## config.mk

```make
export PLATFORM = sky130hd
export DESIGN_NAME = calc_expr_eval
export DESIGN_NICKNAME = d
export VERILOG_FILES = /design/src/rtl/calc_pkg.sv /design/src/rtl/calc_char_decode.sv /design/src/rtl/calc_expr_eval.sv
export SDC_FILE = /design/constraint.sdc
export NUM_CORES = 2
export LEC_CHECK = 0
export CAP_MARGIN = 25
export CORE_MARGIN = 2
export CORE_UTILIZATION = 30
export DETAILED_ROUTE_END_ITERATION = 16
export HOLD_SLACK_MARGIN = 0.1
export SLEW_MARGIN = 20
export SYNTH_ARGS = -nofsm -noshare
export SYNTH_HDL_FRONTEND = slang
export SYNTH_SLANG_ARGS = --single-unit
```

## constraint.sdc

```tcl
create_clock -name clk -period 24.5 [get_ports clk]
set_input_delay 2.45 -clock clk [delete_from_list [all_inputs] [get_ports clk]]
set_output_delay 2.45 -clock clk [all_outputs]
set_load 0.02 [all_outputs]
```

## src/rtl/calc_pkg.sv

```systemverilog
// Shared constants and enums for the streaming ASCII expression evaluator.
package calc_pkg;

  localparam logic [7:0] CH_PLUS  = 8'h2B;
  localparam logic [7:0] CH_MINUS = 8'h2D;
  localparam logic [7:0] CH_STAR  = 8'h2A;
  localparam logic [7:0] CH_EQ    = 8'h3D;
  localparam logic [7:0] CH_SPACE = 8'h20;

  typedef enum logic [1:0] {
    EXPECT_NUM = 2'd0,
    IN_NUM     = 2'd1,
    ERR        = 2'd2
  } state_t;

  typedef enum logic [2:0] {
    CLS_DIGIT = 3'd0,
    CLS_ADD   = 3'd1,
    CLS_SUB   = 3'd2,
    CLS_MUL   = 3'd3,
    CLS_EQ    = 3'd4,
    CLS_SPACE = 3'd5,
    CLS_BAD   = 3'd6
  } cls_t;

endpackage

```

## src/rtl/calc_char_decode.sv

```systemverilog
// Combinational ASCII classifier: character class plus 4-bit digit value.
module calc_char_decode
  import calc_pkg::*;
#(
  parameter int RADIX = 10
) (
  input  logic [7:0] in,
  output cls_t       cls,
  output logic [3:0] dig
);

  // Classify one character; hex letters share the low-nibble+9 mapping.
  always_comb begin
    cls = CLS_BAD;
    dig = 4'd0;
    if (in >= 8'h30 && in <= 8'h39) begin
      cls = CLS_DIGIT;
      dig = in[3:0];
    end else if ((RADIX == 16) &&
                 ((in >= 8'h61 && in <= 8'h66) || (in >= 8'h41 && in <= 8'h46))) begin
      cls = CLS_DIGIT;
      dig = in[3:0] + 4'd9;
    end else begin
      case (in)
        CH_PLUS:  cls = CLS_ADD;
        CH_MINUS: cls = CLS_SUB;
        CH_STAR:  cls = CLS_MUL;
        CH_EQ:    cls = CLS_EQ;
        CH_SPACE: cls = CLS_SPACE;
        default:  cls = CLS_BAD;
      endcase
    end
  end

endmodule

```

## src/rtl/calc_expr_eval.sv

```systemverilog
// Streaming ASCII expression evaluator with * over +/- precedence.
module calc_expr_eval
  import calc_pkg::*;
#(
  parameter int WIDTH = 32,
  parameter int RADIX = 10
) (
  input  logic             clk,
  input  logic             clr,
  input  logic [7:0]       in,
  input  logic             in_valid,
  output logic [WIDTH-1:0] out,
  output logic             done,
  output logic             err
);

  localparam logic [WIDTH-1:0] RADIX_W = WIDTH'(RADIX);

  state_t           state_r;
  logic [WIDTH-1:0] sum_r, term_r, num_r, out_r;
  logic             sign_r, mul_pend_r, done_r, err_r;

  cls_t             cls_s;
  logic [3:0]       dig_s;
  logic [WIDTH-1:0] num_new_s, mul_b_s, prod_s, val_s, acc_s;

  function automatic logic [WIDTH-1:0] addsub(input logic [WIDTH-1:0] a,
                                              input logic [WIDTH-1:0] b,
                                              input logic             neg);
    return neg ? (a - b) : (a + b);
  endfunction

  calc_char_decode #(.RADIX(RADIX)) u_dec (
    .in  (in),
    .cls (cls_s),
    .dig (dig_s)
  );

  // Datapath: one shared multiplier; for digits it sees the updated operand,
  // otherwise the current one, so acc_s is always the "terminate now" value.
  always_comb begin
    num_new_s = (state_r == IN_NUM) ? (num_r * RADIX_W + WIDTH'(dig_s)) : WIDTH'(dig_s);
    mul_b_s   = (cls_s == CLS_DIGIT) ? num_new_s : num_r;
    prod_s    = term_r * mul_b_s;
    val_s     = mul_pend_r ? prod_s : mul_b_s;
    acc_s     = addsub(sum_r, val_s, sign_r);
  end

  // Parser FSM and registered outputs.
  always_ff @(posedge clk) begin
    if (clr) begin
      state_r    <= EXPECT_NUM;
      sum_r      <= '0;
      term_r     <= '0;
      num_r      <= '0;
      sign_r     <= 1'b0;
      mul_pend_r <= 1'b0;
      out_r      <= '0;
      done_r     <= 1'b0;
      err_r      <= 1'b0;
    end else begin
      done_r <= 1'b0;
      // err survives only the terminate cycle once ERR has been left
      if (state_r != ERR) err_r <= 1'b0;
      if (in_valid) begin
        case (state_r)
          EXPECT_NUM: begin
            case (cls_s)
              CLS_DIGIT: begin
                num_r   <= num_new_s;
                out_r   <= acc_s;
                state_r <= IN_NUM;
              end
              CLS_SPACE: ;
              default: begin
                state_r <= ERR;
                err_r   <= 1'b1;
                out_r   <= '0;
              end
            endcase
          end
          IN_NUM: begin
            case (cls_s)
              CLS_DIGIT: begin
                num_r <= num_new_s;
                out_r <= acc_s;
              end
              CLS_MUL: begin
                term_r     <= val_s;
                mul_pend_r <= 1'b1;
                num_r      <= '0;
                out_r      <= sum_r;
                state_r    <= EXPECT_NUM;
              end
              CLS_ADD, CLS_SUB: begin
                sum_r      <= acc_s;
                sign_r     <= (cls_s == CLS_SUB);
                mul_pend_r <= 1'b0;
                num_r      <= '0;
                out_r      <= acc_s;
                state_r    <= EXPECT_NUM;
              end
              CLS_EQ: begin
                out_r      <= acc_s;
                done_r     <= 1'b1;
                sum_r      <= '0;
                term_r     <= '0;
                num_r      <= '0;
                sign_r     <= 1'b0;
                mul_pend_r <= 1'b0;
                state_r    <= EXPECT_NUM;
              end
              CLS_SPACE: ;
              default: begin
                state_r <= ERR;
                err_r   <= 1'b1;
                out_r   <= '0;
              end
            endcase
          end
          ERR: begin
            if (cls_s == CLS_EQ) begin
              done_r     <= 1'b1;
              out_r      <= '0;
              sum_r      <= '0;
              term_r     <= '0;
              num_r      <= '0;
              sign_r     <= 1'b0;
              mul_pend_r <= 1'b0;
              state_r    <= EXPECT_NUM;
            end
          end
          default: begin
            state_r <= ERR;
            err_r   <= 1'b1;
            out_r   <= '0;
          end
        endcase
      end
    end
  end

  assign out  = out_r;
  assign done = done_r;
  assign err  = err_r;

endmodule

```

* Word-level counts from Yosys, hierarchy flattened *
Cells that the tools add are included.

word-level totals
  bits in registers = 134
  word-level logic and storage cells = 90
  output and inout bits = 34
  input bits = 11

cells by class
  multiplexer cells = 32
  multiply operators = 2
  bitwise operators = 2
  reduce and logical (&&, ||, !) cells = 19
  magnitude comparators = 2
  $add $sub $neg = 3
  equal/unequal tests = 21

operators by type and width
  operator                 number
  $pmux W32 S2             6
  $pmux W32 S3             3
  $mux W32                 5
  $eq A8 B6 Y1 const B     5
  $add A32 B32 Y32         1
  $add A32 B4 Y32          1
  $mul A32 B3 Y31 const B  1
  $mul A32 B32 Y32         1
  $sub A32 B32 Y32         1
  $reduce_and A4 Y1        6
  $pmux W3 S5              1
  $ne A2 B2 Y1 const B     5
  $ge A8 B6 Y1 const B     1
  $le A8 B6 Y1 const B     1
  $pmux W1 S2              4
  $pmux W2 S2              2
  $reduce_or A4 Y1         2
  $eq A3 B2 Y1 const B     2
  $eq A3 B3 Y1 const B     2
  $mux W1                  6
  $ne A3 B1 Y1 const B     2
  $ne A3 B2 Y1 const B     2
  $pmux W2 S3              1
  $reduce_or A2 Y1         3
  other kinds (15)         17

* Logic depth before layout (Yosys ltp) *
  depth in word-level cells = 12
  depth in mapped cells = 53
  gate-level depth less buffers = 50

* Modules after synthesis *
A second synthesis with hierarchy kept.

second synthesis, totals
  cells, all modules = 3228
  area, all modules = 26899.5 µm²

by module, submodules not included
  module            cells an instance  area each (µm²)  sequential area each (µm²)  instances
  calc_expr_eval    3204               26713.1          2682.6                      1
  calc_char_decode  24                 186.4            0.0                         1

* Worst setup path after synthesis *
OpenSTA, ideal clock, no wires.

  path kind = input to register
  start point = input in[6]
  end point = register sum_r[31]
  buffers on the path = 1
  arrival time = 13.386 ns
  library setup time = 0.132 ns
  path slack = 10.982 ns
  cell stages on the path = 41
  cell sequence = and4bb_2 > clkbuf_1 > and3_1 > ha_1 > ha_1 > a31oi_1 > a21boi_1 > and4_1 > nand3_1 > or4_4 > nor3_1 > nand4_1 > xor2_1 > o21ai_0 > nand2_1 > fa_1 > fa_1 > inv_1 > (+5 left out) > fa_1 > fa_1 > xnor2_1 > xnor2_1 > xnor2_1 > xnor2_1 > xnor3_1 > xnor3_1 > xnor3_1 > xnor3_1 > xnor3_1 > xor2_1 > xnor3_1 > xnor3_1 > mux2_4 > a21o_1 > nand3_1 > a21oi_1

on the way
  longest elaborated chain between the ends = 12
  elaborated cells on any way between the ends = 29

ends and longest elaborated chain
  item                                                         RTL line                source
  start: declaration                                           calc_expr_eval.sv:10    input logic [7:0] in,
  $ge A8 B6 Y1 / $le A8 B6 Y1 (equally long branches)          calc_char_decode.sv:16  if (in >= 8'h30 && in <= 8'h39) begin
  $logic_and A1 B1 Y1                                          calc_char_decode.sv:16
  $mux W4                                                      calc_char_decode.sv:16
  $add A32 B4 Y32                                              calc_expr_eval.sv:42    num_new_s = (state_r == IN_NUM) ? (num_r * RADIX_W + WIDTH'(dig_s)) : WIDTH'(dig_s);
  $mux W32                                                     calc_expr_eval.sv:42
  $mux W32                                                     n/a
  $mul A32 B32 Y32                                             calc_expr_eval.sv:44    prod_s = term_r * mul_b_s;
  $mux W32                                                     calc_expr_eval.sv:45    val_s = mul_pend_r ? prod_s : mul_b_s;
  $add A32 B32 Y32 / $sub A32 B32 Y32 (equally long branches)  calc_expr_eval.sv:30    return neg ? (a - b) : (a + b);
  $mux W32                                                     calc_expr_eval.sv:30
  $pmux W32 S2                                                 calc_expr_eval.sv:83    case (cls_s)
  $pmux W32 S2                                                 calc_expr_eval.sv:66    case (state_r)
  end signal: assignment                                       calc_expr_eval.sv:96    sum_r <= acc_s;
  end: declaration                                             calc_expr_eval.sv:20    logic [WIDTH-1:0] sum_r, term_r, num_r, out_r;

Several ways; a longest one is shown, not always the timed one.
A chain may end at the register's enable or synchronous reset.

* Final worst setup path *
  start point = input in[4]
  end point = register sum_r[31]

The elaborated chain is that of the path after synthesis.

==> flow_summary.ini <==
[global_route]
grt_pass1_vias = 23050
grt_pass1_wl_um = 132800
grt_start_max_net_pins = 84
track_usage_pct = 17.93
grt_antenna_before_repair = 5
grt_overflow = 0

[synthesis]
syn_nets = 3929
ys_warn_count = 0
synth_area_leader_cell = fa_1
avgSynthCellArea_um2 = 8.260
synth-seq-cells = 134
synthTopCellsByArea = fa_1 (30%), ha_1 (10%), dfxtp_1 (9.9%)
netlist-cell-type-count = 90
synthArstFlopShare_pct = 0
synth_common_cells = inv_1 (466), nand2_1 (413), fa_1 (410), nor2_1 (251), ha_1 (217)
synth_cells = 3291
yosysMostFrequentCell = inv_1
synth_edf_count = 0
ys_seq_area_share_pct = 9.868
netlist_area_mm2 = 0.02718
synth.top_cell.area_share_pct = 30.19
ys.flop_type = dfxtp_1

[floorplanning]
dieArea_mm2 = 0.09304
num_rows = 110
initial_core_util_pct = 30.25
die_y_um = 305.0
die_x_um = 305.0
design.portCount = 45
core-area_mm2 = 0.08987

[layout]
final_util_pct = 32.86
area_growth_syn_to_layout_pct = 8.644
design_area_mm2 = 0.02953
drive_above_1_share_pct = 4.169
layout.nets = 3863

[pwr]
switchingPower_mw = 0.3715
comb_power_share_pct = 40.5
power.share.clock_pct = 31.6
vdd_ir_drop_max_mv = 0.04475
seqPwrFrac_pct = 27.9
p_leak_nw = 13.72
power_mw = 0.8605
powerDensity_mw_per_mm2 = 29.14
p_sw_share_pct = 43.17
p_int_mw = 0.4890

[routing]
drt-initial-drc-count = 1634
highest_layer = met4
wl_met2_um = 38260
num_vias = 22890
via_per_inst = 5.180
wl_met3_um = 4298
wl_per_cell_um = 18.78
postRouteAntennaNets = 0
drt-total-wl_um = 82960
dr.pass1.iters = 5
drc = 0
drt-met1-wl_um = 38020

[setup_path]
slowest_delay_ns = 0.67
critical_path_cell_count = 41
start_kind = primary input
worstRegToRegCells = 40
criticalPathCategory = primary input to register
worstPathRequired_ns = 24.78
worstPathMaxFanout = 13
slowest_stage = o21ai_0
setup.worst_path.end_class = register
cpMostUsedCell = fa_1
path_buf_inv = 3
crit_arrival_ns = 14.92
crit_family = adder cells

[timing]
drv_slew = 0
finalHoldViolCount = 0
setup_tns_ns = 0
fin_skew_ns = 0.01111
period_share_pct = 59.76
min_period_ns = 14.64
setup_viol = 0
rsz0062_at_grt = false
tightest_slew_ns = 1.076
slew-limit-headroom_pct = 28.19
fmax_mhz = 68.30

[place]
dp_hpwl_um = 61510
place_area_mm2 = 0.02891
place.gp.congestion = 0.8948
port_buffers = 44

[clocking]
cts_tree = yes
cts_hold_buf = 0
htreeDepth = 4
root_buffer = clkbuf_16
cts.sinks = 134
cts_buffers = 17
post_cts_resized = 0
clkSlewWorstSetupHoldPaths_ns = 0.07
cts_post_setup_buffers_inserted = 0
clock_latency_ns = 0.44
clockBufferDepth = 2

[run]
maxCapViolCount = 0

[min_path]
hold_class = register to register
hold_depth = 2

[status]
outcome = complete, no violations
-- worst paths after layout --
| kind | start | end | slack (ns) |
|---|---|---|---|
| max | in[4] | sum_r[31]$_SDFFE_PP0P_ | 9.86 |
| min | sum_r[17]$_SDFFE_PP0P_ | sum_r[17]$_SDFFE_PP0P_ | 0.49 |
| max reg2reg | num_r[1]$_SDFFE_PP0P_ | sum_r[31]$_SDFFE_PP0P_ | 11.15 |
| min reg2reg | sum_r[17]$_SDFFE_PP0P_ | sum_r[17]$_SDFFE_PP0P_ | 0.49 |
-- area by class of cell --
cell class / count / area, um^2
Fill cell: 9427 / 60340
Multi-Input combinational cell: 2502 / 22130
Sequential cell: 134 / 2684
Inverter: 467 / 1753
Tap cell: 1176 / 1471
Timing Repair Buffer: 103 / 888.4
Clock buffer: 17 / 425.4
Clock inverter: 15 / 176.4
Antenna cell: 4 / 10.01
-- state kept, by name (all words and copies together) (netlist names) --
signal	cells
num_r	32
out	32
sum_r	32
term_r	32
state_r	2
done	1
err	1
mul_pend_r	1
sign_r	1
-- power by group through the flow --
stage	logic, mW	registers, mW	clock network [mW]
3_5_place_dp	0.341	0.245	0
3_3_place_gp	0.338	0.245	0
6_report	0.348	0.240	0.272
2_1_floorplan	0.242	0.237	0
5_1_grt	0.381	0.241	0.282
4_1_cts	0.344	0.240	0.273
-- tightest hold or removal path: stages, from the launching register on --
cell,delay (ns)
dfxtp_1,0.33
nand2_1,0.06
a21oi_1,0.05
-- through the flow --
step                      hold WS, ns  worst slack, ns  instances
after detailed placement       0.4755            9.431       4381
after CTS                      0.4898            9.905       4413
after global placement         0.4709            9.695       4381
after floorplan                0.4536            10.98       3291
final                          0.4911            9.858       4418
after global routing           0.5193            9.171       4416
-- cells by family after synthesis --
group | count (synthesis) | synth area share, %
buf+inv | 655 | 9.127
compound gates | 572 | 14.65
fa+ha+maj | 627 | 40.18
simple gates | 1125 | 19.72
flops | 134 | 9.868
mux | 13 | 0.5155
xor+xnor | 165 | 5.938
-- layer usage --
metal  GRT usage, %  vias to the layer above
li1               -                    10590
met1          24.76                    11510
met2          29.42                      667
met3          2.142                      118
met4          5.204                        0
met5              0                        -
-- layout by cell type (no fill, tap or decap), types with 8 or more instances in the layout --
cell type | synthesis | layout
a2111oi_0 | 8 | 8
a211o_1 | 13 | 13
a211oi_1 | 25 | 24
a21o_1 | 43 | 43
a21oi_1 | 131 | 128
a221oi_1 | 12 | 12
a22o_1 | 28 | 28
a22oi_1 | 78 | 78
a31oi_1 | 15 | 15
and2_1 | 210 | 210
and3_1 | 26 | 26
and4_1 | 11 | 11
buf_4 | 0 | 59
clkbuf_16 | 0 | 17
clkdlybuf4s50_1 | 0 | 43
dfxtp_1 | 134 | 133
fa_1 | 410 | 410
ha_1 | 217 | 217
inv_1 | 466 | 466
nand2_1 | 413 | 413
nand2b_1 | 17 | 17
nand3_1 | 48 | 48
nand4_1 | 13 | 13
nor2_1 | 251 | 250
nor2b_1 | 44 | 44
nor3_1 | 43 | 40
nor4_1 | 10 | 10
o211ai_1 | 13 | 13
o21a_1 | 20 | 20
o21ai_0 | 73 | 68
o21ai_1 | 13 | 15
o21bai_1 | 10 | 10
or3_1 | 12 | 12
xnor2_1 | 99 | 99
xnor3_1 | 9 | 9
xor2_1 | 54 | 54
(Power assumes the default switching activity.)
